===== src/rtl/vx_perf_memsys_counters.sv =====
// Memory-system performance counters: generic event counters plus per-channel read/write/latency
// counters with an indexed one-cycle readout. Define PERF_CTR_SATURATE_EN to clamp counters at all-ones.
module vx_perf_memsys_counters #(
    parameter int NUM_EVENTS   = 8,
    parameter int NUM_CHANNELS = 2,
    parameter int CTR_WIDTH    = 44,
    parameter int INC_WIDTH    = 4,
    parameter int PEND_WIDTH   = 8,
    parameter int ADDR_WIDTH   = $clog2(NUM_EVENTS + 3*NUM_CHANNELS)
) (
    input  logic                            clk,
    input  logic                            reset,
    input  logic                            enable,
    input  logic                            clear,
    input  logic [NUM_EVENTS*INC_WIDTH-1:0] evt_inc,
    input  logic [NUM_CHANNELS-1:0]         mem_req_fire,
    input  logic [NUM_CHANNELS-1:0]         mem_req_rw,
    input  logic [NUM_CHANNELS-1:0]         mem_rsp_fire,
    input  logic                            rd_req,
    input  logic [ADDR_WIDTH-1:0]           rd_addr,
    output logic                            rd_valid,
    output logic [CTR_WIDTH-1:0]            rd_data,
    output logic                            rd_err,
    output logic [NUM_CHANNELS-1:0]         pend_ovf,
    output logic [NUM_CHANNELS-1:0]         pend_unf
);

    localparam int NUM_CTRS = NUM_EVENTS + 3*NUM_CHANNELS;

    logic [CTR_WIDTH-1:0]  ctr_q  [NUM_CTRS];
    logic [CTR_WIDTH-1:0]  ctr_d  [NUM_CTRS];
    logic [PEND_WIDTH-1:0] pend_q [NUM_CHANNELS];
    logic [PEND_WIDTH-1:0] pend_d [NUM_CHANNELS];
    logic [NUM_CHANNELS-1:0] ovf_d;
    logic [NUM_CHANNELS-1:0] unf_d;
    logic [NUM_CHANNELS-1:0] rd_fire;
    logic [NUM_CHANNELS-1:0] wr_fire;
    logic [CTR_WIDTH-1:0]  rd_mux;
    logic                  rd_hit;

    assign rd_fire = mem_req_fire & ~mem_req_rw;
    assign wr_fire = mem_req_fire &  mem_req_rw;

`ifdef PERF_CTR_SATURATE_EN
    function automatic logic [CTR_WIDTH-1:0] ctr_add(input logic [CTR_WIDTH-1:0] a,
                                                     input logic [CTR_WIDTH-1:0] b);
        logic [CTR_WIDTH:0] sum;
        sum = {1'b0, a} + {1'b0, b};
        return sum[CTR_WIDTH] ? {CTR_WIDTH{1'b1}} : sum[CTR_WIDTH-1:0];
    endfunction
`else
    function automatic logic [CTR_WIDTH-1:0] ctr_add(input logic [CTR_WIDTH-1:0] a,
                                                     input logic [CTR_WIDTH-1:0] b);
        return a + b;
    endfunction
`endif

    // Outstanding-read trackers run regardless of enable/clear so latency stays coherent.
    always_comb begin
        pend_d = pend_q;
        ovf_d  = pend_ovf;
        unf_d  = pend_unf;
        for (int c = 0; c < NUM_CHANNELS; c++) begin
            if (rd_fire[c] && !mem_rsp_fire[c]) begin
                if (&pend_q[c]) begin
                    ovf_d[c] = 1'b1;
                end else begin
                    pend_d[c] = pend_q[c] + 1'b1;
                end
            end else if (!rd_fire[c] && mem_rsp_fire[c]) begin
                if (pend_q[c] == '0) begin
                    unf_d[c] = 1'b1;
                end else begin
                    pend_d[c] = pend_q[c] - 1'b1;
                end
            end
        end
        if (clear) begin
            ovf_d = '0;
            unf_d = '0;
        end
    end

    always_comb begin
        ctr_d = ctr_q;
        if (enable) begin
            for (int i = 0; i < NUM_EVENTS; i++) begin
                ctr_d[i] = ctr_add(ctr_q[i], CTR_WIDTH'(evt_inc[i*INC_WIDTH +: INC_WIDTH]));
            end
            for (int c = 0; c < NUM_CHANNELS; c++) begin
                ctr_d[NUM_EVENTS + 3*c]     = ctr_add(ctr_q[NUM_EVENTS + 3*c],     CTR_WIDTH'(rd_fire[c]));
                ctr_d[NUM_EVENTS + 3*c + 1] = ctr_add(ctr_q[NUM_EVENTS + 3*c + 1], CTR_WIDTH'(wr_fire[c]));
                ctr_d[NUM_EVENTS + 3*c + 2] = ctr_add(ctr_q[NUM_EVENTS + 3*c + 2], CTR_WIDTH'(pend_q[c]));
            end
        end
        if (clear) begin
            for (int i = 0; i < NUM_CTRS; i++) begin
                ctr_d[i] = '0;
            end
        end
    end

    // Readout samples the pre-update counter values, so a read alongside clear sees old data.
    always_comb begin
        rd_mux = '0;
        rd_hit = 1'b0;
        for (int i = 0; i < NUM_CTRS; i++) begin
            if (rd_addr == ADDR_WIDTH'(i)) begin
                rd_mux = ctr_q[i];
                rd_hit = 1'b1;
            end
        end
    end

    always_ff @(posedge clk) begin
        if (reset) begin
            for (int i = 0; i < NUM_CTRS; i++) begin
                ctr_q[i] <= '0;
            end
            for (int c = 0; c < NUM_CHANNELS; c++) begin
                pend_q[c] <= '0;
            end
            pend_ovf <= '0;
            pend_unf <= '0;
            rd_valid <= 1'b0;
            rd_err   <= 1'b0;
            rd_data  <= '0;
        end else begin
            ctr_q    <= ctr_d;
            pend_q   <= pend_d;
            pend_ovf <= ovf_d;
            pend_unf <= unf_d;
            rd_valid <= rd_req;
            rd_err   <= rd_req & ~rd_hit;
            rd_data  <= (rd_req && rd_hit) ? rd_mux : '0;
        end
    end

endmodule


===== config.mk =====
export PLATFORM = sky130hd
export DESIGN_NAME = vx_perf_memsys_counters
export DESIGN_NICKNAME = d
export VERILOG_FILES = /design/src/rtl/vx_perf_memsys_counters.sv
export SDC_FILE = /design/constraint.sdc
export NUM_CORES = 2
export LEC_CHECK = 0
export BUFFER_PORTS_ARGS = -buffer_cell sky130_fd_sc_hd__buf_2
export CAP_MARGIN = 20
export CELL_PAD_IN_SITES_DETAIL_PLACEMENT = 0
export CELL_PAD_IN_SITES_GLOBAL_PLACEMENT = 2
export CORE_ASPECT_RATIO = 0.75
export CORE_MARGIN = 1
export CORE_UTILIZATION = 35
export DETAILED_ROUTE_END_ITERATION = 10
export GPL_TIMING_DRIVEN = 0
export HOLD_SLACK_MARGIN = 0.02
export PLACE_DENSITY = 0.8
export REMOVE_ABC_BUFFERS = 1
export SLEW_MARGIN = 40
export SYNTH_ARGS = -nofsm -noshare
export SYNTH_HDL_FRONTEND = slang
export SYNTH_SLANG_ARGS = --single-unit

===== constraint.sdc =====
create_clock -name clk -period 2.3 [get_ports clk]
set_input_delay 0.23 -clock clk [delete_from_list [all_inputs] [get_ports clk]]
set_output_delay 0.23 -clock clk [all_outputs]
set_load 0.02 [all_outputs]

; Yosys cells after proc, flatten, opt, wreduce, memory -nomap -nowiden
; Index checks and enable logic that the tools add are counted.
[word_totals]
out_inout_bits = 50
elab_cells = 126
register_bits = 682
input_bits = 47
[classes]
n_eq_ne = 17
n_addsub = 18
reduce_logical = 24
bitwise_logic = 8
muxes = 36
[ops]
columns = op, count
row1 = $mux W44, 14
row2 = $add A44 B4 Y44, 8
row3 = $add A44 B1 Y44, 4
row4 = $add A44 B8 Y44, 2
row5 = $mux W8, 8
row6 = $eq A4 B4 Y1 const B, 6
row7 = $reduce_and A9 Y1, 2
row8 = $add A8 B1 Y8 const B, 2
row9 = $eq A4 B3 Y1 const B, 4
row10 = $logic_not A8 Y1, 2
row11 = $reduce_and A8 Y1, 2
row12 = $sub A8 B1 Y8 const B, 2
row13 = $mux W1, 14
row14 = $reduce_and A3 Y1, 4
row15 = $eq A4 B2 Y1 const B, 2
row16 = $ne A2 B2 Y1 const B, 4
row17 = $logic_and A1 B1 Y1, 5
row18 = $and A2 B2 Y2, 2
row19 = $eq A4 B1 Y1 const B, 1
row20 = $logic_not A1 Y1, 4
row21 = $logic_not A4 Y1, 1
row22 = $not A1 Y1, 4
row23 = $reduce_bool A2 Y1, 2
row24 = $reduce_or A2 Y1, 2
row25 = other kinds (2), 2

; Depth between registers and ports, before layout
[depth]
word_depth = 18
depth_mapped = 11
mapped_depth_nobuf = 11

; Worst setup path after synthesis
; Ideal clock, no wire load.
[synth_timing]
path_type = reg2reg
start = reg pend_q[0] (netlist bit)
end = reg ctr_q[42] (netlist bit)
slack_ns = -0.235
n_path_buf = 0
required_ns = 2.230
stages_incl_launch_ff = 10
arrival_time_ns = 2.464
setup_time_ns = 0.070
period_less_slack_ns = 2.535
cell_sequence = dfxtp_1 -> ha_1 -> inv_1 -> fa_1 -> nor2b_1 -> o31a_1 -> o21ai_1 -> nor4_2 -> or4b_1 -> a21oi_1
[synth_via]
elab_chain_cells = 1
[synth_rtl]
columns = item, line
row1 = start: declaration, 32  ; logic [PEND_WIDTH-1:0] pend_q [NUM_CHANNELS];
row2 = start signal: assignment, 130  ; pend_q <= pend_d;
row3 = $add A44 B8 Y44, 54  ; return a + b;
row4 = end signal: assignment, 129  ; ctr_q <= ctr_d;
row5 = end: declaration, 30  ; logic [CTR_WIDTH-1:0] ctr_q [NUM_CTRS];
; No other way between the ends.
; A chain may end at the register's enable or synchronous reset.

; Worst setup path in the final report
[layout_timing]
start = in rd_addr[2]
end = reg rd_data[19]
[layout_via]
elab_chain_cells = 18
elab_cells_between_ends = 45
classes_between = eq/ne: 13 / mux: 28 / bitwise: 1 / reduce/logical: 3
[layout_rtl]
columns = item, line
row1 = start: declaration, 20  ; input logic [ADDR_WIDTH-1:0] rd_addr,
row2 = $logic_not A4 Y1, 108  ; if (rd_addr == ADDR_WIDTH'(i)) begin
row3 = $mux W1 (14 in a row), 108
row4 = $logic_and A1 B1 Y1, 135  ; rd_data <= (rd_req && rd_hit) ? rd_mux : '0;
row5 = $not A1 Y1 (no source line), --
row6 = $reduce_or A2 Y1 (no source line), --
row7 = end signal: assignment, 135
row8 = end: declaration, 22  ; output logic [CTR_WIDTH-1:0] rd_data,
; Several ways; a longest one is shown, not always the timed one.

==> metrics.md <==
| Metric | Value |
|---|---|
| Worst setup margin | `-0.1357 ns` |
| DR DRC count | `0` |
| Rel. slew slack | `44.05%` |
| Largest net degree at the start of global routing | `74` |
| I/O Pins | `97` |
| Dpl hpwl | `around 90000 µm` |
| Drt wl/cell | `21.42 µm` |
| Area Growth Syn to Fin | `24.07%` |
| CORE AREA | `103100 µm²` |
| Worst Skew | `roughly 0.032 ns` |
| Full die area | `105200 µm²` |
| Failing checks | `negative setup slack` |
| PwrDens | `about 640 nW/µm²` |
| Via count | `33860` |
| P_leak | `between 15 and 20 nW` |
| Final Hold Viols | `0` |
| Drt pass-1 iters | `5` |
| Final wirelength | `approximately 130000 µm` |
| Share of cells above drive strength 1 | `17.30%` |
| Port bufs | `96` |
| Synth warn | `0` |
| Synth Instances | `4454` |
| Worst Max-Slew Pin Slew | `around 0.84 ns` |
| H-tree levels | `3` |
| Via-to-Cell Ratio | `~5.6` |
| First-pass GRT wire length | `191600 µm` |
| Final instance area | `45130 µm²` |
| Post-synth ARST share | `0%` |
| EDFF count, synth | `0` |
| Clock network latency to the later pin of the worst-skew pair | `0.67 ns` |
| CP Cell Sequence | `clkbuf_8 -> nand2b_2 -> nor3_2 -> buf_2 -> a22o_1 -> a2111oi_1 -> o221a_2 -> a211oi_2` |
| Hold path depth | `4` |
| DRT iter0 DRCs | `approximately 3200` |
| Die H | `281.2 µm` |
| Register bit total from synthesis | `about 680` |
| Final setup violation count | `30` |
| Sequential share of the synthesized area | `37.53%` |
| Overflow after GRT | `0` |
| Crit path capture type | `flop` |
| CP Max Fanout | `43` |
| Initial antenna violation count | `7` |
| CP Data Required Time | `2.79 ns` |
| Peak supply drop | `478.4 µV` |
| Most frequent cells in the layout | `nor2_1, dfxtp_1, nand2_1` |
| Post-route core utilization | `43.77%` |
| Synth unique cells | `79` |
| DP Worst Slack | `-1.353 ns` |
| Commonest non-fill, non-tap cell in the layout | `nor2_1` |
| Final max-slew violation count | `0` |
| Status | `finished, violations left` |
| Slowest cell on the critical path | `a211oi_2` |
| Die width | `374.3 µm` |
| All-Layer GR Usage | `23.61%` |
| Cell area after synthesis | `36380 µm²` |
| Minimum clock period | `2.436 ns` |
| MaxCap Viol Count | `0` |
| DP Area | `38900 µm²` |
| Worst Setup Path Type | `in2reg` |
| Max incr delay on CP | `0.54 ns` |
| Min-delay src | `evt_inc[5]` |
| R2r setup slk | `-0.10 ns` |
| Nets | `4775` |
| Reg2Reg Launch Point | `ctr_q[445]` |
| FMAX | `410.6 MHz` |
| Reg-to-Reg End | `ctr_q[483]` |
| Worst R2R Path Depth | `6` |
| Worst Path Arrival | `about 2.9 ns` |
| Placer congestion estimate | `0.8592` |
| Clock-pin slew on the worst setup and hold paths | `approximately 0.060 ns` |
| TritonCTS clock tree | `done` |
| Syn_area_per_cell | `8.167 µm²` |
| Max clock buf depth | `3` |
| Clock sinks | `682` |
| Ys flop type | `dfxtp_1` |
| Unrepaired setup endpoints after global routing | `yes` |
| Number of fill cells in the layout | `10330` |
| Worst Hold Class | `in2reg` |
| Final ANT Viol Nets | `0` |
| Clock Tree Root | `clkbuf_16` |
| TritonCTS Buffers | `78` |
| Number of global-route vias before repair | `30500` |
| Hold EP | `ctr_q[529]` |
| Row count | `102` |
| Initial Util | `about a third` |
| Critical path startpoint category | `input pin` |
| Period utilization | `105.9%` |
[state kept, by name (all words and copies together), names as in the netlist]
register,flops
pend_unf,2
pend_q,16
rd_err,1
ctr_q,616
rd_valid,1
pend_ovf,2
rd_data,44
[what timing repair did]
action,CTS,global route
cloned,2,6
gates resized for setup,212,256
hold buffers,33,1
setup endpoints to repair,365,292
pin swaps,70,128
endpoints found under the hold margin,47,3
buffers inserted,91,56
[how the worst max path moves through the flow]
stage,start,end,slack (ns),cells after the start
floorplan,clear,ctr_q[138],-15.71,2
global placement,reset,ctr_q[138],-29.09,3
detailed placement,rd_addr[2],rd_data[19],-1.35,7
CTS,ctr_q[220],ctr_q[256],-0.09,9
global route,ctr_q[440],ctr_q[472],-0.18,12
finish,rd_addr[2],rd_data[19],-0.14,8
[Yosys cell counts (12+ instances only)]
cell type	n	area, µm²
a222oi_1	28	280.3
o21ai_0	225	1126
a22o_1	36	315.3
and3_1	67	419.2
a2111oi_0	12	105.1
xnor2_1	239	2093
dfxtp_1	682	13650
o221ai_1	39	341.6
and4_1	62	543.0
and2_1	32	200.2
mux2i_1	123	1231
inv_1	123	461.7
clkbuf_1	183	686.9
a211oi_1	30	225.2
or4_1	16	120.1
nor4_1	56	350.3
nor2_1	693	2601
fa_1	12	240.2
nand2b_1	16	100.1
nor3_1	122	610.6
nand2_1	272	1021
nand3_1	225	1126
nor2b_1	27	168.9
buf_2	37	185.2
buf_1	16	60.06
o22ai_1	38	237.7
or3_1	96	600.6
o211ai_1	18	135.1
ha_1	72	900.9
o21a_1	22	165.2
a21o_1	35	262.8
xor2_1	237	2076
a21oi_1	241	1206
nand4_1	157	982.2
[cell type report]
cell class	count	area (µm²)	area share, %
Multi-Input combinational cell	3414	23380	51.80
Sequential cell	682	13750	30.46
Timing Repair Buffer	344	3179	7.044
Clock buffer	121	2399	5.315
Tap cell	1352	1692	3.748
Inverter	124	474.2	1.051
Clock inverter	19	254.0	0.5628
Antenna cell	4	10.01	0.02218
[metrics by stage]
step / hold slack, ns / TNS [ns] / instances / power [mW]
finish: 0.04937 / -1.170 / 6060 / 29.03
global route: 0.03484 / -5.119 / 6057 / 30.16
CTS: -0.05993 / -0.5908 / 5995 / 29.22
detailed placement: 0.4556 / -195.05 / 5730 / 15.79
global placement: 0.4502 / - / 5663 / 15.56
floorplan: 0.2991 / -9047.63 / 4215 / 14.56
[report_power, final]
group	switching (mW)	internal [mW]	total (mW)
Combinational	2.14	1.46	3.60
Sequential	0.252	12.0	12.3
Clock	5.42	7.74	13.2
Total	7.82	21.2	29.0
[worst max-delay path, delay by kind of cell]
family          cells  cell delay, ns
compound gates      4            1.09
simple gates        2            0.80
buf+inv             2            0.73
[metal layers]
layer  part of all wire (%)  up-vias  GRT usage [%]
li1                       -    16320              -
met1                     51    16450          36.41
met2                     39      926          31.90
met3                    7.3      173          4.877
met4                    2.7        0          7.346
met5                      0        -              0
[cells by family (layout without fill, tap and decap cells)]
family | count (synthesis) | in the layout | synth area share (%)
buf+inv | 363 | 608 | 3.914
flops | 682 | 682 | 37.53
xor+xnor | 476 | 476 | 11.46
simple gates | 1906 | 1911 | 26.22
mux | 128 | 128 | 3.601
fa+ha+maj | 84 | 84 | 3.137
other cells | 0 | 4 | 0
compound gates | 815 | 815 | 14.14
Note: power is estimated with default switching activity, not from simulation.
